--- config.mk ---
export PLATFORM = sky130hd
export DESIGN_NAME = ttl_7402_selftest_seq_flat
export DESIGN_NICKNAME = d
export VERILOG_FILES = /design/src/rtl/ttl_7402_selftest_seq_if.sv /design/src/rtl/ttl_7402_selftest_seq.sv /design/src/flat_wrapper.sv
export SDC_FILE = /design/constraint.sdc
export NUM_CORES = 1
export LEC_CHECK = 0
export CAP_MARGIN = 0
export CORE_MARGIN = 2
export CORE_UTILIZATION = 55
export DETAILED_ROUTE_END_ITERATION = 7
export PLACE_DENSITY_LB_ADDON = 0.08
export SYNTH_ARGS = -nofsm -noshare
export SYNTH_HDL_FRONTEND = slang
export SYNTH_SLANG_ARGS = --single-unit
--- constraint.sdc ---
create_clock -name clk -period 3.9 [get_ports clk]
set_input_delay 0.585 -clock clk [delete_from_list [all_inputs] [get_ports clk]]
set_output_delay 0.585 -clock clk [all_outputs]
set_load 0.1 [all_outputs]
--- src/rtl/ttl_7402_selftest_seq_if.sv ---
// Signal bundle between the 7402 self-test sequencer (master) and system control / the gate package (slave).
// With TTL7402_SEQ_LOOP_EN defined the bundle also carries loop_en and pass_count.
interface ttl_7402_selftest_seq_if;
  logic       start;
  logic [3:0] gate_a;
  logic [3:0] gate_b;
  logic [3:0] gate_y;
  logic       busy;
  logic       done;
  logic       pass;
  logic [4:0] err_count;
  logic [3:0] fail_step;
  logic [3:0] fail_mask;
`ifdef TTL7402_SEQ_LOOP_EN
  logic       loop_en;
  logic [7:0] pass_count;

  modport master (
    input  start, gate_y, loop_en,
    output gate_a, gate_b, busy, done, pass, err_count, fail_step, fail_mask, pass_count
  );
  modport slave (
    output start, gate_y, loop_en,
    input  gate_a, gate_b, busy, done, pass, err_count, fail_step, fail_mask, pass_count
  );
`else
  modport master (
    input  start, gate_y,
    output gate_a, gate_b, busy, done, pass, err_count, fail_step, fail_mask
  );
  modport slave (
    output start, gate_y,
    input  gate_a, gate_b, busy, done, pass, err_count, fail_step, fail_mask
  );
`endif
endinterface

--- src/rtl/ttl_7402_selftest_seq.sv ---
// Walks a 16-step pattern through all four NOR gates of a 7402, compares Y against ~(A|B), and reports results.
// Optional continuous-loop mode is enabled by defining TTL7402_SEQ_LOOP_EN.
module ttl_7402_selftest_seq #(
  parameter int SETTLE_CYCLES = 16,
  parameter bit STOP_ON_ERROR = 1'b1
) (
  input logic                     clk,
  input logic                     reset,
  ttl_7402_selftest_seq_if.master bus
);

  typedef enum logic [2:0] {IDLE, DRIVE, SETTLE, CHECK, DONE} state_t;

  state_t     state, state_nxt;
  logic [3:0] step;
  logic [7:0] settle_cnt;
  logic [3:0] gate_a, gate_b;
  logic       pass;
  logic [4:0] err_count;
  logic [3:0] fail_step, fail_mask;

  logic [3:0] expected;
  logic [3:0] mism;
  logic       mism_any;
  logic       last_step;
  logic [4:0] err_next;
  logic       loop_back;

  // step[3:2] selects the gate under test; it sees vector v = step[1:0], the other gates see ~v.
  // Vector encoding (A,B): v0=00, v1=10, v2=01, v3=11, i.e. A = v[0], B = v[1].
  function automatic logic [7:0] drive_pattern(input logic [3:0] s);
    logic [3:0] a, b;
    a = '0;
    b = '0;
    for (int i = 0; i < 4; i++) begin
      if (2'(i) == s[3:2]) begin
        a[i] = s[0];
        b[i] = s[1];
      end else begin
        a[i] = ~s[0];
        b[i] = ~s[1];
      end
    end
    return {a, b};
  endfunction

  assign expected  = ~(gate_a | gate_b);
  assign mism      = bus.gate_y ^ expected;
  assign mism_any  = |mism;
  assign last_step = (step == 4'd15);
  assign err_next  = err_count + 5'(mism_any);

`ifdef TTL7402_SEQ_LOOP_EN
  logic [7:0] pass_count;
  assign loop_back      = last_step && (err_next == 5'd0) && bus.loop_en;
  assign bus.pass_count = pass_count;
`else
  assign loop_back = 1'b0;
`endif

  // NOTE: sequential state uses non-blocking assignments so every register samples pre-edge values.
  always_ff @(posedge clk) begin
    if (reset) state <= IDLE;
    else       state <= state_nxt;
  end

  // NOTE: next state is defaulted first so no path through the case can infer a latch.
  always_comb begin
    state_nxt = state;
    unique case (state)
      IDLE, DONE: if (bus.start) state_nxt = DRIVE;
      DRIVE:      state_nxt = SETTLE;
      SETTLE:     if (settle_cnt <= 8'd1) state_nxt = CHECK;
      CHECK: begin
        if (mism_any && STOP_ON_ERROR) state_nxt = DONE;
        else if (last_step)            state_nxt = loop_back ? DRIVE : DONE;
        else                           state_nxt = DRIVE;
      end
      default:    state_nxt = IDLE;
    endcase
  end

  always_ff @(posedge clk) begin
    if (reset) begin
      step       <= '0;
      settle_cnt <= '0;
      gate_a     <= '0;
      gate_b     <= '0;
      pass       <= 1'b0;
      err_count  <= '0;
      fail_step  <= '0;
      fail_mask  <= '0;
`ifdef TTL7402_SEQ_LOOP_EN
      pass_count <= '0;
`endif
    end else begin
      unique case (state)
        IDLE, DONE: begin
          if (bus.start) begin
            step      <= '0;
            pass      <= 1'b0;
            err_count <= '0;
            fail_step <= '0;
            fail_mask <= '0;
          end
        end
        DRIVE: begin
          {gate_a, gate_b} <= drive_pattern(step);
          settle_cnt       <= 8'(SETTLE_CYCLES);
        end
        SETTLE: settle_cnt <= settle_cnt - 8'd1;
        CHECK: begin
          err_count <= err_next;
          // err_count==0 here means this is the first mismatch of the run.
          if (mism_any && err_count == 5'd0) begin
            fail_step <= step;
            fail_mask <= mism;
          end
          if (state_nxt == DONE) begin
            gate_a <= '0;
            gate_b <= '0;
            pass   <= (err_next == 5'd0);
          end else if (last_step) begin
            step      <= '0;
            err_count <= '0;
`ifdef TTL7402_SEQ_LOOP_EN
            pass_count <= pass_count + 8'd1;
`endif
          end else begin
            step <= step + 4'd1;
          end
        end
        default: ;
      endcase
    end
  end

  assign bus.gate_a    = gate_a;
  assign bus.gate_b    = gate_b;
  assign bus.busy      = (state == DRIVE) || (state == SETTLE) || (state == CHECK);
  assign bus.done      = (state == DONE);
  assign bus.pass      = pass;
  assign bus.err_count = err_count;
  assign bus.fail_step = fail_step;
  assign bus.fail_mask = fail_mask;

endmodule

--- src/flat_wrapper.sv ---
// flat-port wrapper written by rule: the top's interface ports become plain ports
module ttl_7402_selftest_seq_flat 
#(
  parameter int SETTLE_CYCLES = 16,
  parameter bit STOP_ON_ERROR = 1'b1
)
  (clk, reset, bus_start, bus_gate_y, bus_gate_a, bus_gate_b, bus_busy, bus_done, bus_pass, bus_err_count, bus_fail_step, bus_fail_mask);
  ttl_7402_selftest_seq_if bus_i ();
  input logic clk;
  input logic reset;
  input wire logic [$bits(bus_i.start)-1:0] bus_start;
  input wire logic [$bits(bus_i.gate_y)-1:0] bus_gate_y;
  output wire logic [$bits(bus_i.gate_a)-1:0] bus_gate_a;
  output wire logic [$bits(bus_i.gate_b)-1:0] bus_gate_b;
  output wire logic [$bits(bus_i.busy)-1:0] bus_busy;
  output wire logic [$bits(bus_i.done)-1:0] bus_done;
  output wire logic [$bits(bus_i.pass)-1:0] bus_pass;
  output wire logic [$bits(bus_i.err_count)-1:0] bus_err_count;
  output wire logic [$bits(bus_i.fail_step)-1:0] bus_fail_step;
  output wire logic [$bits(bus_i.fail_mask)-1:0] bus_fail_mask;
  assign bus_i.start = bus_start;
  assign bus_i.gate_y = bus_gate_y;
  assign bus_gate_a = bus_i.gate_a;
  assign bus_gate_b = bus_i.gate_b;
  assign bus_busy = bus_i.busy;
  assign bus_done = bus_i.done;
  assign bus_pass = bus_i.pass;
  assign bus_err_count = bus_i.err_count;
  assign bus_fail_step = bus_i.fail_step;
  assign bus_fail_mask = bus_i.fail_mask;
  ttl_7402_selftest_seq #(.SETTLE_CYCLES(SETTLE_CYCLES), .STOP_ON_ERROR(STOP_ON_ERROR)) u_core (.clk(clk), .reset(reset), .bus(bus_i));
endmodule
==> metrics.md <==
| Metric | Value |
|---|---|
| Hold_ws | `0.474 ns` |
| Syn nets | `237` |
| RSZ-0062 raised after global routing | `no` |
| Period utilization | `77.5%` |
| Register area | `741 µm²` |
| Share of cells above drive strength 1 | `8.00%` |
| Initial Utilization | `56.9%` |
| Die W | `62.8 µm` |
| Seq/Total Area, Yosys | `39.0%` |
| Sink Count | `37` |
| Nature of the critical path startpoint | `register` |
| Nets | `261` |
| Row count | `21` |
| Post-synthesis mux area share | `1.19%` |
| H-tree Lvls | `2` |
| Worst path bufs/invs | `2` |
| Post-synth EDFFs | `0` |
| Vias in the first global route | `1416` |
| Hpwl dp | `2840 µm` |
| Hold_sp | `u_core.bus.fail_mask[3]$_SDFFE_PP0P_` |
| Final setup vio count | `0` |
| Cells on Worst Hold Path | `1` |
| Largest net degree at the start of global routing | `22` |
| Initial antenna violation count | `0` |
| R2R Path End | `u_core.bus.pass$_SDFFE_PP0P_` |
| First-pass GRT wire length | `6630 µm` |
| Crit Path Category | `reg2out` |
| CP Max Fanout | `11` |
| Area Overhead vs Synth | `18.2%` |
| Grt met1 use | `27.2%` |
| CTS tree | `done` |
| Busiest metal layer after global routing | `met2` |
| Clk root buf | `clkbuf_4` |
| Gp weighted congestion | `0.762` |
| Core ar. | `0.00334 mm²` |
| CP max stage delay | `1.18 ns` |
| Post-CTS setup buffers | `0` |
| Largest cells by area after synthesis | `dfxtp_1, nor2_1, a21oi_1` |
| #FFs+latches synth | `37` |
| Total power | `0.992 mW` |
| Area share of the largest cell type after synthesis | `39.0%` |
| Io pins | `31` |
| Minimum clock period | `3.02 ns` |
| GR Util All Layers | `21.3%` |
| Reg2reg setup slack | `1.55 ns` |
| Gr ovfl total | `0` |
| Xor-xnor portion of the synthesized cell area | `5.53%` |
| # fillers | `307` |
| Slew margin rel. | `34.6%` |
| Hold worst-path end | `u_core.bus.fail_mask[3]$_SDFFE_PP0P_` |
| CP max-delay cell | `clkdlybuf4s50_1` |
| Post-synthesis simple-gate area fraction | `28.0%` |
| Worst min path class | `reg2reg` |
| Clk slew on worst S/H paths | `0.10 ns` |
| GRT met3 Usage | `5.41%` |
| DRC Markers | `0` |
| # Max-Cap Violations | `0` |
| TNS Setup | `0 ns` |
| Worst slew pin tran | `0.978 ns` |
| Die Y-Extent | `62.8 µm` |
| Outcome | `completed` |
| Worst setup margin | `0.878 ns` |
| VDD IR-drop max | `0.300 mV` |
| Synth Instances | `225` |
| Final instance area | `0.00225 mm²` |
| Adder-cell share of the synthesized area | `3.29%` |
| Port Buffers | `30` |
| TritonCTS Buffers | `5` |
| Asr flop ratio synth | `0%` |
| Cells on worst reg2reg path | `10` |
| Hold buffers post-CTS | `0` |
| Synth Area in Compound Gates | `18.6%` |
| Top delay family on crit path | `buffers and inverters` |
| Vias | `1658` |
| Synth Flop Type | `dfxtp_1` |
| Count of cell types in the netlist | `49` |
| Clock skew | `0.00777 ns` |
| Antenna cell count | `0` |
| F_max | `0.331 GHz` |
| Hold Vio Cnt, Final | `0` |
| Clk buf depth | `2` |
| Initial DRC Count | `83` |
| Multi-input gate area | `0.00108 mm²` |
| RR Startpoint | `u_core.bus.gate_b[1]$_SDFFE_PP0P_` |
| Avg Cell Area, Syn | `8.44 µm²` |
| Crit-path cells | `inv_1 > nor3_1 > clkdlybuf4s50_1` |
| Synthesis Warnings | `0` |
| Met2 Use GR | `35.1%` |
| Cell Area, Synth | `0.00190 mm²` |
| Detailed-router iteration count before antenna repair | `4` |
| Place WS | `0.977 ns` |
| Wirelength per Cell | `13.1 µm` |
| Pwr dens | `442 mW/mm²` |
| Routed vias/inst | `5.60` |
| Post-route ant nets | `0` |
| Critical Path RT | `3.31 ns` |
| Top cell type by total area after synthesis | `dfxtp_1` |
| Slew Limit Fails | `0` |
| Routed WL | `3870 µm` |
| Lkg Pwr | `0.835 nW` |
| Largest family of logic cells by synthesized area | `simple AND/OR/NAND/NOR gates` |
| Die area | `0.00394 mm²` |
| CTS resizes | `0` |
| Worst EP arrival | `2.44 ns` |
| Worst-Skew Late Latency | `0.33 ns` |
| Area after DPL | `0.00220 mm²` |
| Crit. End Element | `primary output` |
cells in the mapped netlist (2+ instances only):
cell type / number
a31o_2: 2
o211ai_1: 2
o21ai_0: 9
clkbuf_1: 9
o31ai_1: 3
nor2b_1: 3
dfxtp_1: 37
ha_1: 5
a21oi_1: 18
nand3b_1: 2
or2_1: 2
mux2_2: 2
inv_1: 6
and3_1: 2
o2bb2ai_1: 4
nor3_1: 6
nand2_1: 12
nand4_1: 3
a22o_1: 4
nor2_1: 35
xnor2_1: 4
a22oi_1: 3
or3_1: 4
nand3_1: 7
buf_2: 3
nand2b_1: 4
xor2_1: 8
and2_1: 5
report_power, final:
part | switching [mW] | total [mW] | leakage, nW | internal (mW)
registers | 0.0420 | 0.452 | 0.300 | 0.410
clock network | 0.117 | 0.189 | 0.0265 | 0.0719
logic | 0.235 | 0.350 | 0.509 | 0.115
total | 0.394 | 0.992 | 0.835 | 0.597
layout make-up:
type / count / area share, %
Tap cell: 46 / 2.56
Sequential cell: 37 / 33.0
Inverter: 6 / 1.00
Multi-Input combinational cell: 169 / 47.9
Timing Repair Buffer: 30 / 13.4
Clock buffer: 8 / 2.17
layout by cell type, fill, tap and decap left out, types with 4 or more instances in the layout:
cell type        instances
a21oi_1                 18
a22o_1                   4
and2_1                   5
clkbuf_4                 5
clkdlybuf4s50_1         30
dfxtp_1                 37
ha_1                     5
inv_1                    6
nand2_1                 12
nand2b_1                 4
nand3_1                  7
nor2_1                  35
nor3_1                   6
o21ai_0                  9
o2bb2ai_1                4
or3_1                    4
xnor2_1                  4
xor2_1                   8
worst max path at each step:
stage / start / to / slack, ns / depth (start not counted)
after global placement: bus_gate_y[2] / u_core.bus.pass$_SDFFE_PP0P_ / 1.05 / 11
after global routing: u_core.state[2]$_SDFF_PP0_ / bus_done / 0.68 / 3
after CTS: u_core.state[2]$_SDFF_PP0_ / bus_done / 0.85 / 3
final: u_core.state[2]$_SDFF_PP0_ / bus_done / 0.88 / 3
after floorplan: u_core.state[2]$_SDFF_PP0_ / bus_done / 0.66 / 3
after detailed placement: bus_gate_y[2] / u_core.bus.pass$_SDFFE_PP0P_ / 0.98 / 11
metrics by stage:
step	instances	util, %
finish	296	67.3
global placement	288	65.8
detailed placement	288	65.8
floorplan	225	-
global route	296	67.3
CTS	296	67.3
registers in the layout (all words and copies together), names as in the netlist:
| name | count |
|---|---|
| u_core.bus.gate_a | 4 |
| u_core.step | 4 |
| u_core.state | 3 |
| u_core.bus.gate_b | 4 |
| u_core.bus.fail_step | 4 |
| u_core.settle_cnt | 8 |
| u_core.bus.fail_mask | 4 |
| u_core.bus.pass | 1 |
| u_core.bus.err_count | 5 |
metal layers:
layer	vias to the layer above	wire [µm]	part of all wire, %
met5	-	0	0
met4	0	64	1.7
met3	5	178	4.6
met2	38	1840	47
met1	766	1790	46
li1	849	-	-
cells by family (layout without fill, tap and decap cells):
kind of cell	after synthesis	after routing
and+or+nand+nor	98	98
adders and majority gates	5	5
buffers and inverters	19	44
xor gates and xnor gates	12	12
AOI/OAI and AO/OA	52	52
muxes	2	2
DFF	37	37
No activity file was read; power rests on OpenSTA's default activity.
